--- src/rtl/box_motion_if.sv ---
// Handshake/bus bundle for box_motion_ctrl.
//   master : drives frame_start, direction buttons and mode; observes position
//   slave  : the controller; receives requests and drives box_x/box_y,
//            pos_valid and busy
interface box_motion_if #(
  parameter int X_W = 12,
  parameter int Y_W = 11
);
  logic           frame_start;
  logic           lft;
  logic           rgt;
  logic           up;
  logic           dn;
  logic           mode;
  logic [X_W-1:0] box_x;
  logic [Y_W-1:0] box_y;
  logic           pos_valid;
  logic           busy;

  modport master (
    output frame_start, lft, rgt, up, dn, mode,
    input  box_x, box_y, pos_valid, busy
  );

  modport slave (
    input  frame_start, lft, rgt, up, dn, mode,
    output box_x, box_y, pos_valid, busy
  );
endinterface

--- src/rtl/box_motion_ctrl.sv ---
// Per-frame box position controller. On each accepted frame_start the
// buttons/mode are sampled, the new x and y are computed and clamped to the
// visible area, and both are committed together with a one-cycle pos_valid.
// Ports:
//   clk  : single rising-edge clock
//   rst  : synchronous active-high reset
//   bus  : box_motion_if.slave (frame_start, lft/rgt/up/dn, mode in;
//          box_x, box_y, pos_valid, busy out)
//
// state  | meaning
// IDLE   | waiting for frame_start
// SAMPLE | capture buttons and mode
// CALC_X | compute and clamp next x
// CALC_Y | compute and clamp next y
// COMMIT | update position, toggle bounce directions on bound hits
module box_motion_ctrl #(
  parameter int H_ACTIVE = 1920,
  parameter int V_ACTIVE = 1080,
  parameter int BOX_SIZE = 350,
  parameter int STEP     = 4,
  parameter int X_W      = 12,
  parameter int Y_W      = 11
) (
  input logic         clk,
  input logic         rst,
  box_motion_if.slave bus
);

  localparam int X_MAX  = H_ACTIVE - BOX_SIZE;
  localparam int Y_MAX  = V_ACTIVE - BOX_SIZE;
  localparam int X_INIT = X_MAX / 2;
  localparam int Y_INIT = Y_MAX / 2;

  // One extra sign bit so a step below zero is seen as negative, not wrapped.
  localparam logic signed [X_W:0] X_MAX_S = (X_W+1)'(X_MAX);
  localparam logic signed [Y_W:0] Y_MAX_S = (Y_W+1)'(Y_MAX);
  localparam logic signed [X_W:0] STEP_XS = (X_W+1)'(STEP);
  localparam logic signed [Y_W:0] STEP_YS = (Y_W+1)'(STEP);

  typedef enum logic [2:0] {IDLE, SAMPLE, CALC_X, CALC_Y, COMMIT} state_t;

  state_t          state;
  logic            lft_s, rgt_s, up_s, dn_s, mode_s;
  logic            dir_x, dir_y;
  logic [X_W-1:0]  box_x_q, calc_x;
  logic [Y_W-1:0]  box_y_q, calc_y;
  logic            hit_x, hit_y;
  logic            pos_valid_q, busy_q;

  logic            x_inc, x_dec, y_inc, y_dec;
  logic signed [X_W:0] x_sum;
  logic signed [Y_W:0] y_sum;

  // Bounce mode follows the direction bits; manual mode needs exactly one
  // button per axis, opposing presses cancel.
  always_comb begin
    x_inc = mode_s ? ~dir_x : (rgt_s & ~lft_s);
    x_dec = mode_s ?  dir_x : (lft_s & ~rgt_s);
    y_inc = mode_s ? ~dir_y : (dn_s & ~up_s);
    y_dec = mode_s ?  dir_y : (up_s & ~dn_s);

    x_sum = $signed({1'b0, box_x_q});
    if (x_inc)      x_sum = x_sum + STEP_XS;
    else if (x_dec) x_sum = x_sum - STEP_XS;

    y_sum = $signed({1'b0, box_y_q});
    if (y_inc)      y_sum = y_sum + STEP_YS;
    else if (y_dec) y_sum = y_sum - STEP_YS;
  end

  always_ff @(posedge clk) begin
    if (rst) begin
      state       <= IDLE;
      box_x_q     <= X_W'(X_INIT);
      box_y_q     <= Y_W'(Y_INIT);
      dir_x       <= 1'b0;
      dir_y       <= 1'b0;
      lft_s       <= 1'b0;
      rgt_s       <= 1'b0;
      up_s        <= 1'b0;
      dn_s        <= 1'b0;
      mode_s      <= 1'b0;
      calc_x      <= '0;
      calc_y      <= '0;
      hit_x       <= 1'b0;
      hit_y       <= 1'b0;
      pos_valid_q <= 1'b0;
      busy_q      <= 1'b0;
    end else begin
      pos_valid_q <= 1'b0;
      case (state)
        IDLE: begin
          if (bus.frame_start) begin
            state  <= SAMPLE;
            busy_q <= 1'b1;
          end
        end
        SAMPLE: begin
          lft_s  <= bus.lft;
          rgt_s  <= bus.rgt;
          up_s   <= bus.up;
          dn_s   <= bus.dn;
          mode_s <= bus.mode;
          state  <= CALC_X;
        end
        CALC_X: begin
          if (x_sum < 0) begin
            calc_x <= '0;
            hit_x  <= 1'b1;
          end else if (x_sum > X_MAX_S) begin
            calc_x <= X_W'(X_MAX);
            hit_x  <= 1'b1;
          end else begin
            calc_x <= x_sum[X_W-1:0];
            hit_x  <= 1'b0;
          end
          state <= CALC_Y;
        end
        CALC_Y: begin
          if (y_sum < 0) begin
            calc_y <= '0;
            hit_y  <= 1'b1;
          end else if (y_sum > Y_MAX_S) begin
            calc_y <= Y_W'(Y_MAX);
            hit_y  <= 1'b1;
          end else begin
            calc_y <= y_sum[Y_W-1:0];
            hit_y  <= 1'b0;
          end
          state <= COMMIT;
        end
        COMMIT: begin
          box_x_q     <= calc_x;
          box_y_q     <= calc_y;
          // Direction bits only flip in bounce mode; manual mode holds them.
          if (mode_s && hit_x) dir_x <= ~dir_x;
          if (mode_s && hit_y) dir_y <= ~dir_y;
          pos_valid_q <= 1'b1;
          busy_q      <= 1'b0;
          state       <= IDLE;
        end
        default: begin
          state  <= IDLE;
          busy_q <= 1'b0;
        end
      endcase
    end
  end

  assign bus.box_x     = box_x_q;
  assign bus.box_y     = box_y_q;
  assign bus.pos_valid = pos_valid_q;
  assign bus.busy      = busy_q;

endmodule

--- src/flat_wrapper.sv ---
// flat-port wrapper written by rule: the top's interface ports become plain ports
module box_motion_ctrl_flat 
#(
  parameter int H_ACTIVE = 1920,
  parameter int V_ACTIVE = 1080,
  parameter int BOX_SIZE = 350,
  parameter int STEP     = 4,
  parameter int X_W      = 12,
  parameter int Y_W      = 11
)
  (clk, rst, bus_frame_start, bus_lft, bus_rgt, bus_up, bus_dn, bus_mode, bus_box_x, bus_box_y, bus_pos_valid, bus_busy);
  box_motion_if #(.X_W(X_W), .Y_W(Y_W)) bus_i ();
  input logic clk;
  input logic rst;
  input wire logic [$bits(bus_i.frame_start)-1:0] bus_frame_start;
  input wire logic [$bits(bus_i.lft)-1:0] bus_lft;
  input wire logic [$bits(bus_i.rgt)-1:0] bus_rgt;
  input wire logic [$bits(bus_i.up)-1:0] bus_up;
  input wire logic [$bits(bus_i.dn)-1:0] bus_dn;
  input wire logic [$bits(bus_i.mode)-1:0] bus_mode;
  output wire logic [$bits(bus_i.box_x)-1:0] bus_box_x;
  output wire logic [$bits(bus_i.box_y)-1:0] bus_box_y;
  output wire logic [$bits(bus_i.pos_valid)-1:0] bus_pos_valid;
  output wire logic [$bits(bus_i.busy)-1:0] bus_busy;
  assign bus_i.frame_start = bus_frame_start;
  assign bus_i.lft = bus_lft;
  assign bus_i.rgt = bus_rgt;
  assign bus_i.up = bus_up;
  assign bus_i.dn = bus_dn;
  assign bus_i.mode = bus_mode;
  assign bus_box_x = bus_i.box_x;
  assign bus_box_y = bus_i.box_y;
  assign bus_pos_valid = bus_i.pos_valid;
  assign bus_busy = bus_i.busy;
  box_motion_ctrl #(.H_ACTIVE(H_ACTIVE), .V_ACTIVE(V_ACTIVE), .BOX_SIZE(BOX_SIZE), .STEP(STEP), .X_W(X_W), .Y_W(Y_W)) u_core (.clk(clk), .rst(rst), .bus(bus_i));
endmodule
--- config.mk ---
export PLATFORM = sky130hd
export DESIGN_NAME = box_motion_ctrl_flat
export DESIGN_NICKNAME = d
export VERILOG_FILES = /design/src/rtl/box_motion_if.sv /design/src/rtl/box_motion_ctrl.sv /design/src/flat_wrapper.sv
export SDC_FILE = /design/constraint.sdc
export NUM_CORES = 1
export LEC_CHECK = 0
export ABC_CLOCK_PERIOD_IN_PS = 4200
export BUFFER_PORTS_ARGS = -buffer_cell sky130_fd_sc_hd__buf_2
export CAP_MARGIN = 20
export CORE_MARGIN = 2
export CORE_UTILIZATION = 38
export CTS_BUF_LIST = sky130_fd_sc_hd__clkbuf_4 sky130_fd_sc_hd__clkbuf_8
export DETAILED_ROUTE_END_ITERATION = 16
export PLACE_DENSITY = 0.67
export SETUP_SLACK_MARGIN = 0.1
export SYNTH_ARGS = -nofsm -noshare
export SYNTH_HDL_FRONTEND = slang
export SYNTH_SLANG_ARGS = --single-unit
--- constraint.sdc ---
create_clock -name clk -period 4.2 [get_ports clk]
set_clock_uncertainty 0.2 [all_clocks]
set_input_delay 0.42 -clock clk [delete_from_list [all_inputs] [get_ports clk]]
set_output_delay 0.42 -clock clk [all_outputs]
set_load 0.01 [all_outputs]
==> impl_metrics.toml, run 1 <==
[min_path]
min_path_type = "input port to flip-flop"
hold_path_end = "u_core.up_s"
hp-start = "bus_up"
min_path_cells = 3

[placed_design]
io_buffers = 32
placed_area_um2 = 3347
dpl.hpwl_um = 5431
gp_routability_congestion = 0.8564

[critical_path]
r2r_start = "u_core.mode_s"
critPathMaxFanout = 24
worstPathArrival_ns = 3.12
cpPeakStageDelay_ns = 0.53
start_kind = "flip-flop"
slowest_stage = "dfxtp_1"
r2r_setup_slack_ns = 1.13
cp.required_ns = 4.25
critical_path_class = "flip-flop to flip-flop"
r2r_cells = 7
r2r_end = "u_core.calc_x[2]"
crit_path_frequent_cell = "a21oi_1"
crit_path_end_kind = "flip-flop"
critical_path.cell_chain = "or3b_4 > a2111o_1 > or3_1 > a21oi_1 > a21oi_1 > a31o_4 > a32o_1"

[final_layout]
diodes = 0
layout-drive-gt1-share_pct = 14.99
area_delta_synth_final_pct = 12.90
final_nets = 414
final_cell_area_um2 = 3548

[global_route]
overflow = 0
grt_max_degree = 42
gr-usage-all-layers_pct = 18.69
grt_pass1_vias = 2726
antenna_found_initial = 0
grt_pass1_wl_um = 13080

[floorplanning]
rows = 33
ios = 33
core-area_um2 = 8134
die_x_um = 94.95
initial_core_util_pct = 38.64
die_h_um = 94.95
dieArea_um2 = 9015

[yosys]
synth_cell_types = 60
synth_area_leaders = "dfxtp_1 (38%), nand2_1 (7.0%), a21oi_1 (5.6%)"
synth_nets = 391
synth_area_leader_cell = "dfxtp_1"
synth-async-reset-ratio_pct = 0
ys.warnings.count = 0
netlist_area_um2 = 3143
synth_ff_type = "dfxtp_1"
syn_inst = 379
ys_ff_latch = 60
avgSynthCellArea_um2 = 8.293
synth_seq_area_share_pct = 38.22
synth_edf_count = 0
yosysTopAreaCellShare_pct = 38.22

[sta]
timing.slew.headroom_pct = 25.23
setup_tns_ns = 0
fmax_mhz = 325.3
tightest_slew_ns = 1.122
slew_violations = 0
finalHoldViolCount = 0
setup_viol = 0
final.period_utilization_pct = 73.19
grt_setup_unrepaired = "no"
post-route-min-period_ns = 3.074

[clock_tree]
cts_sinks = 60
postCtsHoldBufs = 0
cts.repair.resized = 0
cts_max_level = 3
cts_tree = "yes"
clock_latency_ns = 0.35
cts_setup_buffers = 0
cts_root_buffer = "clkbuf_8"
cts_buffers = 9
max-clock-path-buffers = 2
clk_pin_slew_worst_paths_ns = 0.07

[drt]
wl_per_cell_um = 15.50
drc = 0
drt-initial-drc-count = 150
antenna_left = 0
num_vias = 2909
finalWirelength_um = 7936
firstDrtPassIters = 4
viasPerCell = 5.682

[power]
power_density_nw_per_um2 = 343.3
power.leakage_nw = 1.304
peakVddDrop_mv = 0.1964

[status]
status = "complete, no violations"

[job]
cap_violations = 0
-- power by group --
part | leakage, nW | total, W | internal, W | switching (W)
registers | 0.486 | 0.000601 | 0.000583 | 0.0000181
clock network | 0.0996 | 0.000519 | 0.000280 | 0.000239
logic | 0.719 | 0.0000982 | 0.0000402 | 0.0000580
-- cell usage after synthesis (all sizes together), types with 2 or more instances --
cell type  count
dfxtp         60
nand2         59
a21oi         35
nor2          27
nand3         17
clkbuf        15
xnor2         11
xor2          10
a211oi         8
inv            8
o21ai          8
a32oi          7
and3           7
buf            7
or3b           7
a32o           6
and2           6
a22oi          5
mux2i          5
a2111o         4
a2111oi        4
a211o          4
a31oi          4
ha             4
nand2b         4
nand4          4
a21o           3
nand3b         3
nor2b          3
nor3b          3
o211ai         3
o221ai         3
nor4           2
nor4bb         2
or3            2
or4            2
-- cell usage in the layout (no fill, tap or decap), types with 3 or more instances in the layout --
cell and n:
ha_1 4, clkbuf_8 9, and2_1 5, a21o_1 3, a32o_1 6, a211o_1 4, nor3b_1 3, a31oi_1 4
nand3_1 17, o221ai_1 3, or3b_2 5, dfxtp_1 60, nor2b_1 3, a21oi_1 35, o211ai_1 3, a2111oi_0 4
nor2_1 27, mux2i_1 5, and3_1 7, a32oi_1 7, o21ai_1 3, buf_2 32, xor2_1 10, nand2b_1 4
xnor2_1 11, a22oi_1 5, a211oi_1 8, nand3b_1 3, nand4_1 4, nand2_1 59, o21ai_0 5, inv_1 8
a2111o_1 4
-- worst max-delay path by stage --
stage	slack (ns)	cells after the start	endpoint	start
2_1_floorplan	1.46	8	u_core.calc_x[0]	u_core.lft_s
3_3_place_gp	1.21	7	u_core.calc_x[4]	u_core.mode_s
3_5_place_dp	1.14	7	u_core.calc_x[0]	u_core.mode_s
4_1_cts	1.14	7	u_core.calc_x[2]	u_core.mode_s
5_1_grt	0.91	7	u_core.calc_x[3]	u_core.mode_s
6_report	1.13	7	u_core.calc_x[2]	u_core.mode_s
-- state kept, by name, indices dropped and copies added, names as in the netlist --
name                  count
u_core.bus.pos_valid      1
u_core.bus.busy           1
u_core.calc_x            12
u_core.dn_s               1
u_core.hit_y              1
u_core.lft_s              1
u_core.dir_x              1
u_core.hit_x              1
u_core.state              3
u_core.dir_y              1
u_core.mode_s             1
u_core.up_s               1
u_core.bus.box_y         11
u_core.calc_y            11
u_core.rgt_s              1
u_core.bus.box_x         12
-- final cells by class --
| type | instances | area (um2) |
|---|---|---|
| inverters | 8 | 30.03 |
| repair buffers | 34 | 172.7 |
| multi-input cells | 289 | 1817 |
| clock inverters | 6 | 65.06 |
| flip-flops and latches | 60 | 1201 |
| well taps | 105 | 131.4 |
| clock buffers | 10 | 131.4 |
| fillers | 834 | 4586 |
-- logic make-up after synthesis --
kind of cell	Yosys count	synth area share (%)
adder cells (fa/ha/maj)	4	1.592
multiplexers	6	1.951
AND/OR/NAND/NOR	151	23.92
buffers and inverters	30	3.981
AO/OA/AOI/OAI	107	24.48
flip-flops	60	38.22
XOR/XNOR	21	5.852
-- stage by stage --
| step | utilization [%] | hold WS [ns] | std cells | worst slack (ns) | total power [W] |
|---|---|---|---|---|---|
| after global placement | 41.15 | 0.2375 | 495 | 1.213 | 0.0007085 |
| final | 43.62 | 0.1041 | 512 | 1.126 | 0.001218 |
| after global routing | 43.62 | 0.1190 | 512 | 0.9051 | 0.001269 |
| after floorplan | - | 0.2274 | 379 | 1.457 | 0.0006849 |
| after CTS | 43.56 | 0.1024 | 511 | 1.141 | 0.001228 |
| after detailed placement | 41.15 | 0.2464 | 495 | 1.143 | 0.0007113 |
-- worst max-delay path: cells and delay by family (launching register included) --
family | cells | cell delay (ns)
and+or+nand+nor | 2 | 0.90
DFF | 1 | 0.53
AOI/OAI and AO/OA | 5 | 1.34
-- metal layers --
layer | track usage, % | up-vias | routed length, um
met5 | 0 | - | 0
met1 | 22.34 | 1380 | 3542
li1 | - | 1439 | -
met2 | 31.91 | 78 | 3839
met3 | 5.587 | 12 | 444
met4 | 6.280 | 0 | 110
Power figures use the tool's default switching activity.
==> run 2: changes to the inputs <==
--- a/config.mk
+++ b/config.mk
@@ -5,7 +5,7 @@
 export SDC_FILE = /design/constraint.sdc
 export NUM_CORES = 1
 export LEC_CHECK = 0
-export ABC_CLOCK_PERIOD_IN_PS = 4200
+export ABC_CLOCK_PERIOD_IN_PS = 2900
 export BUFFER_PORTS_ARGS = -buffer_cell sky130_fd_sc_hd__buf_2
 export CAP_MARGIN = 20
 export CORE_MARGIN = 2
==> constraint.sdc (replaced) <==
create_clock -name clk -period 2.9 [get_ports clk]
set_clock_uncertainty 0.2 [all_clocks]
set_input_delay 0.29 -clock clk [delete_from_list [all_inputs] [get_ports clk]]
set_output_delay 0.29 -clock clk [all_outputs]
set_load 0.01 [all_outputs]
==> impl_metrics.toml, run 2 (synthesis gave the netlist of run 1 again) <==
[placed_design]
gp_routability_congestion = 0.8685
placed_area_um2 = 3482
io_buffers = 32
dpl.hpwl_um = 5831

[sta]
slew_violations = 0
setup_viol = 0
final.period_utilization_pct = 94.14
finalHoldViolCount = 0
tightest_slew_ns = 0.8629
whs_ns = 0.008881
post-route-min-period_ns = 2.730
grt_setup_unrepaired = "yes"
setup_tns_ns = 0
fmax_mhz = 366.3
timing.slew.headroom_pct = 42.33

[min_path]
min_path_type = "input port to flip-flop"

[final_layout]
final_common_cell = "nand2_1"
fill_cells = 809
final_cell_area_um2 = 3864
most-common-layout-cells = "nand2_1 (59), dfxtp_1 (57), a21oi_1 (32), buf_2 (32), nor2_1 (26)"
diodes = 0
layout-drive-gt1-share_pct = 24.48
area_delta_synth_final_pct = 22.93
final_nets = 441

[job]
cap_violations = 0

[clock_tree]
clk_pin_slew_worst_paths_ns = 0.07
clock_latency_ns = 0.34
max-clock-path-buffers = 2
cts_root_buffer = "clkbuf_8"
cts_sinks = 60
cts_buffers = 9
cts_tree = "yes"
cts_max_level = 3

[global_route]
grt_max_degree = 28
gr-usage-all-layers_pct = 19.34
overflow = 0
grt_pass1_vias = 2913
antenna_found_initial = 0
grt_pass1_wl_um = 13680

[critical_path]
worstPathArrival_ns = 2.76
critPathMaxFanout = 8
critical_path_class = "flip-flop to flip-flop"
cp.required_ns = 2.93
crit_path_end_kind = "flip-flop"
start_kind = "flip-flop"

[power]
power.leakage_nw = 1.439
power_density_nw_per_um2 = 444.9
power.total_w = 0.001719
peakVddDrop_mv = 0.3208

[drt]
firstDrtPassIters = 4
antenna_left = 0
wl_per_cell_um = 15.59
finalWirelength_um = 8385
num_vias = 3014
drc = 0
viasPerCell = 5.602
drt-initial-drc-count = 148

[floorplanning]
ios = 33
core-area_um2 = 8134
die_x_um = 94.95
die_h_um = 94.95
rows = 33
initial_core_util_pct = 38.64
dieArea_um2 = 9015

[status]
status = "complete, no violations"
[run 2: changes by cell type in the layout (fill, tap and decap cells not counted), moves of 3 or more]
cell	delta
a211oi_1	-4
buf_4	+23
a211oi_2	+4
dlygate4sd3_1	+4
a2111oi_0	-3
a21oi_1	-3
dfxtp_1	-3
[run 2: per-layer routing]
layer  GRT usage [%]  up-vias  part of all wire (%)
met4           6.039        0                   1.5
met3           5.587       13                   4.5
met5               0        -                     0
met1           22.63     1443                    44
met2           33.98       67                    50
li1                -     1491                     -
[run 2: final cells by class]
class | count | area [um2] | share of cell area (%)
clock inverters | 4 | 25.02 | 0.6477
clock buffers | 11 | 151.4 | 3.918
multi-input cells | 290 | 1938 | 50.16
inverters | 8 | 30.03 | 0.7772
flip-flops and latches | 60 | 1207 | 31.25
repair buffers | 60 | 380.4 | 9.845
well taps | 105 | 131.4 | 3.400
[run 2: worst paths after layout]
| check | from | end | slack, ns | depth (start not counted) |
|---|---|---|---|---|
| worst min register to register | u_core.calc_x[10] | u_core.bus.box_x[10] | 0.25 | 2 |
| worst min-delay path | bus_rgt | u_core.rgt_s | 0.009 | 3 |
| worst max-delay path | u_core.mode_s | u_core.calc_x[4] | 0.17 | 6 |
| worst max register to register | u_core.mode_s | u_core.calc_x[4] | 0.17 | 6 |
[run 2: timing repair]
action / 4_1_cts / 5_1_grt
pin swaps: 1 / 8
gates resized for setup: 5 / 26
setup endpoints to repair: 10 / 15
hold endpoints to repair: 4 / 0
gates cloned: 0 / 1
buffers inserted: 2 / 3
hold buffers: 4 / 0
[run 2: per-stage QoR]
stage               instances  util [%]  setup slack [ns]
floorplan                 379         -            0.1574
global route              538     47.50           0.05614
detailed placement        513     42.81           0.03454
global placement          513     42.81           0.05723
finish                    538     47.50            0.1700
CTS                       534     45.89           0.07112
[run 2: power by group]
part / internal, W / switching [W] / total, W
Combinational: 0.0000772 / 0.000101 / 0.000178
Sequential: 0.000845 / 0.0000194 / 0.000865
Clock: 0.000348 / 0.000328 / 0.000676
Total: 0.00127 / 0.000448 / 0.00172
[run 2: critical path, stage by stage (launching register included)]
cell and delay (ns):
dfxtp_4 0.37, or3b_4 0.41, a2111o_1 0.43, or3_4 0.37, o31a_1 0.37, and2_4 0.21
a32o_1 0.25
==> run 3: changes to the inputs <==
==> constraint.sdc (replaced) <==
create_clock -name clk -period 2.9 [get_ports clk]
set_clock_uncertainty 0.2 [all_clocks]
set_input_delay 0.145 -clock clk [delete_from_list [all_inputs] [get_ports clk]]
set_output_delay 0.145 -clock clk [all_outputs]
set_load 0.01 [all_outputs]
==> impl_metrics.toml, run 3 (synthesis gave the netlist of run 1 again) <==
[status]
status = "complete, no violations"

[critical_path]
cp.required_ns = 2.99
start_kind = "flip-flop"
slowest_stage = "or4_4"
cpPeakStageDelay_ns = 0.54
crit_path_end_kind = "flip-flop"
worstPathArrival_ns = 2.84
crit_path_frequent_cell = "buf_4"
critical_path_class = "flip-flop to flip-flop"
critical_path.cell_chain = "buf_4 > or4_4 > a211oi_2 > nor2_1 > xor2_1 > a211o_1 > buf_4 > a2111o_1 > nand2_1"
critPathMaxFanout = 6

[global_route]
grt_pass1_wl_um = 13890
antenna_found_initial = 0
grt_max_degree = 41
gr-usage-all-layers_pct = 19.72
overflow = 0
grt_pass1_vias = 2954

[job]
cap_violations = 0

[final_layout]
final_common_cell = "nand2_1"
layout-drive-gt1-share_pct = 23.62
final_util_pct = 48.21
diodes = 0
most-common-layout-cells = "nand2_1 (59), dfxtp_1 (57), a21oi_1 (33)"
final_nets = 443
final_cell_area_um2 = 3921
area_delta_synth_final_pct = 24.76

[sta]
setup_tns_ns = 0
setup_viol = 0
whs_ns = 0.1425
post-route-min-period_ns = 2.757
finalHoldViolCount = 0
tightest_slew_ns = 0.8538
grt_setup_unrepaired = "yes"
timing.slew.headroom_pct = 42.94
fmax_mhz = 362.7
final.period_utilization_pct = 95.07
slew_violations = 0

[drt]
viasPerCell = 5.649
finalWirelength_um = 8480
drc = 0
antenna_left = 0
wl_per_cell_um = 15.67
drt-initial-drc-count = 145
firstDrtPassIters = 4
num_vias = 3056

[floorplanning]
die_h_um = 94.95
rows = 33
core-area_um2 = 8134
die_x_um = 94.95
dieArea_um2 = 9015
ios = 33
initial_core_util_pct = 38.64

[placed_design]
gp_routability_congestion = 0.8832
io_buffers = 32
dpl.hpwl_um = 5608
placed_area_um2 = 3475

[clock_tree]
cts_max_level = 3
cts_buffers = 9
cts_tree = "yes"
cts_root_buffer = "clkbuf_8"
max-clock-path-buffers = 2
cts_sinks = 60
clk_pin_slew_worst_paths_ns = 0.07
clock_latency_ns = 0.35

[power]
peakVddDrop_mv = 0.2158
power_density_nw_per_um2 = 495.9
power.leakage_nw = 1.472

[min_path]
min_path_type = "input port to flip-flop"
-- run 3: metal layers --
| metal | share of wire [%] | track usage [%] | vias to the layer above |
|---|---|---|---|
| li1 | - | - | 1490 |
| met1 | 43 | 23.01 | 1451 |
| met2 | 49 | 34.40 | 94 |
| met3 | 5.4 | 5.507 | 21 |
| met4 | 2.1 | 7.126 | 0 |
| met5 | 0 | 0 | - |
-- run 3: path summary, 6_finish.rpt --
path	to	slack [ns]	cells past startpoint	start
min	u_core.bus.pos_valid	0.14	3	rst
max reg2reg	u_core.calc_y[1]	0.14	9	u_core.bus.box_y[2]
min reg2reg	u_core.bus.box_x[6]	0.25	2	u_core.calc_x[6]
max	u_core.calc_y[1]	0.14	9	u_core.bus.box_y[2]
-- run 3: area by class of cell --
class                   count  area (um2)
clock buffers              13       172.7
clock inverters             3       67.56
fillers                   808        4213
inverters                   8       30.03
multi-input cells         290        1912
flip-flops and latches     60        1207
well taps                 105       131.4
repair buffers             62       400.4
-- run 3: what timing repair did --
action,4_1_cts,5_1_grt
gates resized for setup,9,19
cloned,0,1
hold endpoints to repair,7,0
hold buffers,6,0
pin swaps,2,8
buffers inserted,2,4
endpoints found under the setup margin,12,16
-- run 3: worst max-delay path: cells and delay by family (launching register included) --
kind	cells	cell delay [ns]
compound gates	3	0.98
simple gates	3	0.69
flops	1	0.34
buf+inv	2	0.33
xor+xnor	1	0.17
-- run 3: power by group --
group | internal (W) | switching, W | total (W)
registers | 0.000845 | 0.0000203 | 0.000865
logic | 0.0000788 | 0.0000965 | 0.000175
clock network | 0.000564 | 0.000340 | 0.000904
-- run 3: through the flow --
stage / setup WS, ns / power [W] / instances
after global routing: 0.07767 / 0.002009 / 541
final: 0.1429 / 0.001945 / 541
after global placement: 0.08442 / 0.001036 / 512
after floorplan: 0.1574 / 0.0009919 / 379
after CTS: 0.1002 / 0.001951 / 536
after detailed placement: -0.01609 / 0.001040 / 512
